`config.mk`:
```
export PLATFORM = sky130hd
export DESIGN_NAME = fb_write_scheduler
export DESIGN_NICKNAME = d
export VERILOG_FILES = /design/src/rtl/fb_write_scheduler.sv
export SDC_FILE = /design/constraint.sdc
export NUM_CORES = 1
export LEC_CHECK = 0
export CORE_MARGIN = 5
export CORE_UTILIZATION = 53
export CTS_CLUSTER_DIAMETER = 100
export DETAILED_ROUTE_END_ITERATION = 6
export GPL_ROUTABILITY_DRIVEN = 0
export PLACE_DENSITY = 0.79
export REMOVE_ABC_BUFFERS = 1
export SLEW_MARGIN = 30
export SYNTH_ARGS = -nofsm -noshare
export SYNTH_HDL_FRONTEND = slang
export SYNTH_SLANG_ARGS = --single-unit
```
`constraint.sdc`:
```
create_clock -name clk -period 2.45 [get_ports clk]
set_input_delay 0.49 -clock clk [delete_from_list [all_inputs] [get_ports clk]]
set_output_delay 0.49 -clock clk [all_outputs]
set_load 0.005 [all_outputs]
```
`src/rtl/fb_write_scheduler.sv`:
```
// Frame-buffer write-port scheduler: forwards a pixel stream to sequential
// addresses and, on request, fills the whole frame with a single colour.
module fb_write_scheduler #(
  parameter int unsigned ADDR_W   = 18,
  parameter int unsigned DATA_W   = 12,
  parameter int unsigned FB_DEPTH = 76800
) (
  input  logic              clk,
  input  logic              reset_n,
  input  logic              px_valid,
  input  logic [DATA_W-1:0] px_data,
  output logic              px_ready,
  input  logic              frame_start,
  input  logic              clear_req,
  input  logic [DATA_W-1:0] clear_color,
  output logic              bram_wea,
  output logic [ADDR_W-1:0] bram_addr,
  output logic [DATA_W-1:0] bram_din,
  output logic              clear_busy,
  output logic              frame_done
);

  typedef enum logic [0:0] {
    ST_STREAM = 1'b0,
    ST_CLEAR  = 1'b1
  } state_t;

  localparam logic [ADDR_W-1:0] LAST_ADDR = ADDR_W'(FB_DEPTH - 1);

  state_t              state;
  logic [ADDR_W-1:0]   wr_ptr;
  logic [ADDR_W-1:0]   clr_ptr;
  logic [DATA_W-1:0]   clr_color;
  logic                handshake;
  logic [ADDR_W-1:0]   wr_ptr_next;

  // Source may only push while streaming; the fill owns the write port otherwise.
  assign px_ready    = (state == ST_STREAM);
  assign handshake   = px_valid & px_ready;
  assign wr_ptr_next = (wr_ptr == LAST_ADDR) ? '0 : wr_ptr + ADDR_W'(1);

  always_ff @(posedge clk) begin
    if (!reset_n) begin
      state      <= ST_STREAM;
      wr_ptr     <= '0;
      clr_ptr    <= '0;
      clr_color  <= '0;
      bram_wea   <= 1'b0;
      bram_addr  <= '0;
      bram_din   <= '0;
      frame_done <= 1'b0;
      clear_busy <= 1'b0;
    end else begin
      bram_wea   <= 1'b0;
      frame_done <= 1'b0;
      unique case (state)
        ST_STREAM: begin
          if (handshake) begin
            bram_wea   <= 1'b1;
            bram_addr  <= wr_ptr;
            bram_din   <= px_data;
            frame_done <= (wr_ptr == LAST_ADDR);
            // A coincident frame_start still lets this pixel land at the old pointer.
            wr_ptr     <= frame_start ? '0 : wr_ptr_next;
          end else if (frame_start) begin
            wr_ptr <= '0;
          end
          if (clear_req) begin
            clr_color  <= clear_color;
            clr_ptr    <= '0;
            state      <= ST_CLEAR;
            clear_busy <= 1'b1;
          end
        end
        ST_CLEAR: begin
          bram_wea   <= 1'b1;
          bram_addr  <= clr_ptr;
          bram_din   <= clr_color;
          frame_done <= (clr_ptr == LAST_ADDR);
          if (clr_ptr == LAST_ADDR) begin
            state      <= ST_STREAM;
            clear_busy <= 1'b0;
            wr_ptr     <= '0;
          end else begin
            clr_ptr <= clr_ptr + ADDR_W'(1);
          end
        end
        default: begin
          state      <= ST_STREAM;
          clear_busy <= 1'b0;
        end
      endcase
    end
  end

endmodule

```
== Word-level counts from Yosys, hierarchy flattened ==
Cells that the tools add are included.

* Logic and storage cells: 47
* Bits in registers: 82
* Input port bits: 29
* Output and inout port bits: 34

* Muxes and demuxes: 23
* Bitwise gates (word level): 2
* Reduce and logical (&&, ||, !) cells: 4
* Equality and inequality tests: 7
* $add $sub $neg: 2

{| class="wikitable"
|+ Operator list
! kind !! count
|-
| 18-bit two-way mux || 8
|-
| 18-bit one-hot mux with 2 select lines || 3
|-
| 18-bit by 1-bit adder with 18-bit output, second input constant || 2
|-
| 18-bit by 17-bit == test with 1-bit output, second input constant || 2
|-
| 12-bit one-hot mux with 2 select lines || 1
|-
| 12-bit two-way mux || 1
|-
| 1-bit one-hot mux with 2 select lines || 4
|-
| 2-bit AND reduction || 4
|-
| 1-bit two-way mux || 6
|-
| 2-bit by 1-bit inequality test with 1-bit output, second input constant || 3
|-
| 3-bit by 1-bit inequality test with 1-bit output, second input constant || 1
|-
| 2-bit inequality test, second input constant || 1
|-
| 1-bit bitwise AND || 1
|-
| 1-bit inverter || 1
|}

== Logic depth before layout (Yosys ltp) ==
* Word-level depth: 5
* Depth in mapped cells: 7
* Gate-level depth less buffers: 6

== Worst setup path after synthesis ==
OpenSTA, ideal clock, no wires.

* Kind: input to register
* Start: input px_valid
* End: register wr_ptr[3]
* Buffers on the path: 2
* Arrival: 1.898 ns
* Setup slack: 0.438 ns
* Cell stages on the path: 7
* Setup time: 0.114 ns
* Path through: clkbuf_1 -> nor3_1 -> nor2_1 -> nand3_1 -> buf_2 -> xor2_1 -> nor2_1

* Word-level cells in the longest chain between the ends: 3
* Elaborated cells between the ends (all ways): 5

{| class="wikitable"
|+ Ends and longest elaborated chain
! what !! RTL line !! source
|-
| start: declaration || 10 || <nowiki>input logic px_valid,</nowiki>
|-
| 1-bit bitwise AND (*) || 39 || <nowiki>assign handshake = px_valid & px_ready;</nowiki>
|-
| 18-bit two-way mux / 3-bit by 1-bit inequality test with 1-bit output (equally long branches) || - ||
|-
| 18-bit one-hot mux with 2 select lines / 2-bit AND reduction (equally long branches) || - ||
|-
| end signal: assignment || 64 || <nowiki>wr_ptr <= frame_start ? '0 : wr_ptr_next;</nowiki>
|-
| end: declaration || 31 || <nowiki>logic [ADDR_W-1:0] wr_ptr;</nowiki>
|}

Mark *: on every way between the ends. The rest lies on a longest branch, timed or not.
A chain may end at the register's enable or synchronous reset.

== Worst setup path after layout ==
* Start: register clr_ptr[0]
* End: register wr_ptr[15]

* Word-level cells in the longest chain between the ends: 3

{| class="wikitable"
|+ Ends and longest elaborated chain
! what !! RTL line !! source
|-
| start: declaration || 32 || <nowiki>logic [ADDR_W-1:0] clr_ptr;</nowiki>
|-
| start signal: assignment || 85 || <nowiki>clr_ptr <= clr_ptr + ADDR_W'(1);</nowiki>
|-
| 18-bit by 17-bit == test with 1-bit output || 80 || <nowiki>if (clr_ptr == LAST_ADDR) begin</nowiki>
|-
| 2-bit by 1-bit inequality test with 1-bit output (no line) || - ||
|-
| 2-bit AND reduction (no line) || - ||
|}

No other way between the ends.

==> metrics <==
hold crit path type flip-flop to flip-flop; Non-Filler Instances 593; CTS clk-pin slew, worst paths 0.08 ns; core area 0.007176 mm²; CTS H-tree depth 3; peak supply drop 0.2873 mV; max_slew headroom 64.75%; Critical Path AT 2.50 ns; ANT cells 0; hpwl dp 6.627 mm; post-synthesis register bit count 82; status completed; post-CTS setup buffer count 0; Routed WL 9.323 mm; cell area power density 569.8 mW/mm²; Worst Tran Pin Value 0.5263 ns; Syn Inst Count 429; met2 WL post-DR 4.782 mm; nets 520; Crit Path Max Fanout 13; proportion of layout cells with a drive suffix above 1 7.895%; ANT nets after route 0; vias in the first global route 3247; Area Overhead vs Synth 23.67%; Avg Cell Area, Syn 8.995 µm²; DIE WIDTH 95.33 µm; die area 0.009087 mm²; Pre-antenna DRT Iters 5; RSZ-0062 raised after global routing false; Final min period 2.222 ns; FFs w/ async S/R, synth 0%; CP Capture Type flip-flop; FP Rows 31; Worst path slowest cell or4_1; Final Hold Viols 0; Synth Warn # 0; Power Total 0.002719 W; wire per inst 15.72 µm; commonest non-fill, non-tap cell in the layout dfxtp_1; Worst Path Buf+Inv 1; via count 3387; CP max stage delay 0.51 ns; grt ovf 0; design area 0.004772 mm²; CP Cell Sequence ha_1 -> inv_1 -> o31ai_4 -> nand3_1 -> or4_1 -> a21oi_1; Final Cycle Share 90.68%; initial antenna violation count 0; max cap viols 0; CTS tree built; Clock Latency Late Sink 0.34 ns; Avg Vias per Cell 5.712; Leak 2.004 nW; predominant post-synthesis flop cell dfxtp_1; Die Span Y 95.33 µm; clock buffer depth 2; setup tns final 0 ns; DR top layer met4; kind of critical path flip-flop to flip-flop; GRT Total Usage 21.91%; Clock Sinks 82; largest net degree at the start of global routing 41; Met1 Wirelength 4.048 mm; total CTS buffers 9; WP data required 2.73 ns; register area share after synthesis 42.54%; most frequent cells in the layout dfxtp_1 (82), nand2_1 (69), clkdlybuf4s50_1 (60), mux2i_1 (31), nor2_1 (30); EDFF count, synth 0; Initial Util 53.78%; Placed Cells 577; Setup Viol. Count Final 0; initial DRC count 290; Unique masters post-synth 51; Root Buffer clkbuf_8; DR DRC count 0; Hold WS 0.4677 ns; PortBufs 62; fmax 0.4501 GHz; post_cts resized 0; critical path launch point type flip-flop; clk_skew 0.007722 ns; first-pass GRT wire length 15.72 mm; final-layout fill cell count 576; hold buffer count at cts 0; Ports 63; placed cell areas 0.004586 mm²; Final Max Tran Viols 0; Mapped Area 0.003859 mm²; met3 WL 384 µm; crit-path leading delay family simple AND/OR/NAND/NOR gates
[cell usage after synthesis, drive strengths merged, types with 2 or more instances]
master	count	area, µm²
nand3	14	70.07
mux2i	31	310.3
dfxtp	82	1642
ha	2	25.02
nand2	69	259.0
nor4b	2	17.52
a21boi	19	142.6
nand4	11	83.83
nor4bb	2	20.02
nor3	5	25.02
o21ai	16	80.07
a211oi	3	22.52
buf	5	30.02
clkbuf	22	82.58
mux2	3	33.78
nor4	2	12.51
a21oi	17	85.08
o2111ai	6	52.55
xnor2	4	35.03
o31ai	4	57.55
o211a	26	260.3
o211ai	2	15.01
or3	10	67.56
nor2b	4	25.02
o21a	3	30.02
nor2	30	112.6
and4	3	26.28
or4	3	22.52
inv	5	18.77
and3	5	31.28
xor2	7	61.31
[worst paths after layout]
kind,from,to,slack (ns),depth (start not counted)
setup reg to reg,clr_ptr[0]$_SDFFE_PN0P_,wr_ptr[15]$_SDFFE_PN0P_,0.23,6
hold reg to reg,clr_color[7]$_SDFFE_PN0P_,clr_color[7]$_SDFFE_PN0P_,0.47,2
hold / removal,clr_color[7]$_SDFFE_PN0P_,clr_color[7]$_SDFFE_PN0P_,0.47,2
setup / recovery,clr_ptr[0]$_SDFFE_PN0P_,wr_ptr[15]$_SDFFE_PN0P_,0.23,6
[power by group]
| group | total (W) | switching [W] | internal, W |
|---|---|---|---|
| sequential | 0.00142 | 0.0000294 | 0.00139 |
| combinational | 0.000370 | 0.000177 | 0.000193 |
| clock | 0.000933 | 0.000465 | 0.000468 |
| total | 0.00272 | 0.000671 | 0.00205 |
[final cells by class]
| class | count | area [µm²] | area share [%] |
|---|---|---|---|
| inverters | 5 | 18.77 | 0.3933 |
| clock inverters | 5 | 55.05 | 1.154 |
| clock buffers | 11 | 131.4 | 2.753 |
| repair buffers | 76 | 715.7 | 15.00 |
| well taps | 99 | 123.9 | 2.596 |
| multi-input cells | 315 | 2086 | 43.71 |
| flip-flops and latches | 82 | 1642 | 34.40 |
[stage by stage]
stage          setup slack (ns)  utilization, %
4_1_cts                  0.2537           66.50
2_1_floorplan           -0.4056               -
3_5_place_dp             0.1907           63.91
6_report                 0.2284           66.50
3_3_place_gp             0.2970           63.91
5_1_grt                 0.04617           66.50
[cells by family (layout without fill, tap and decap cells)]
logic type / after synthesis / count (layout) / synth area share (%)
and+or+nand+nor: 164 / 164 / 20.82
buffers and inverters: 32 / 97 / 3.405
xor gates and xnor gates: 11 / 11 / 2.497
DFF: 82 / 82 / 42.54
adders and majority gates: 2 / 2 / 0.6484
AOI/OAI and AO/OA: 104 / 104 / 21.17
muxes: 34 / 34 / 8.917
[flip-flops by register name, indices dropped and copies added (netlist names)]
signal and count:
bram_addr 18, bram_din 12, bram_wea 1, clear_busy 1, clr_color 12, clr_ptr 18
frame_done 1, state 1, wr_ptr 18
[tightest hold or removal path, cell delays in order (launching register included)]
cell and delay [ns]:
dfxtp_1 0.32, nand2_1 0.05, a21boi_0 0.06
[routing by layer]
| layer | track usage, % | vias up |
|---|---|---|
| li1 | - | 1673 |
| met2 | 37.55 | 82 |
| met5 | 0 | - |
| met1 | 27.15 | 1622 |
| met3 | 4.183 | 10 |
| met4 | 8.173 | 0 |
(Power assumes the default switching activity.)
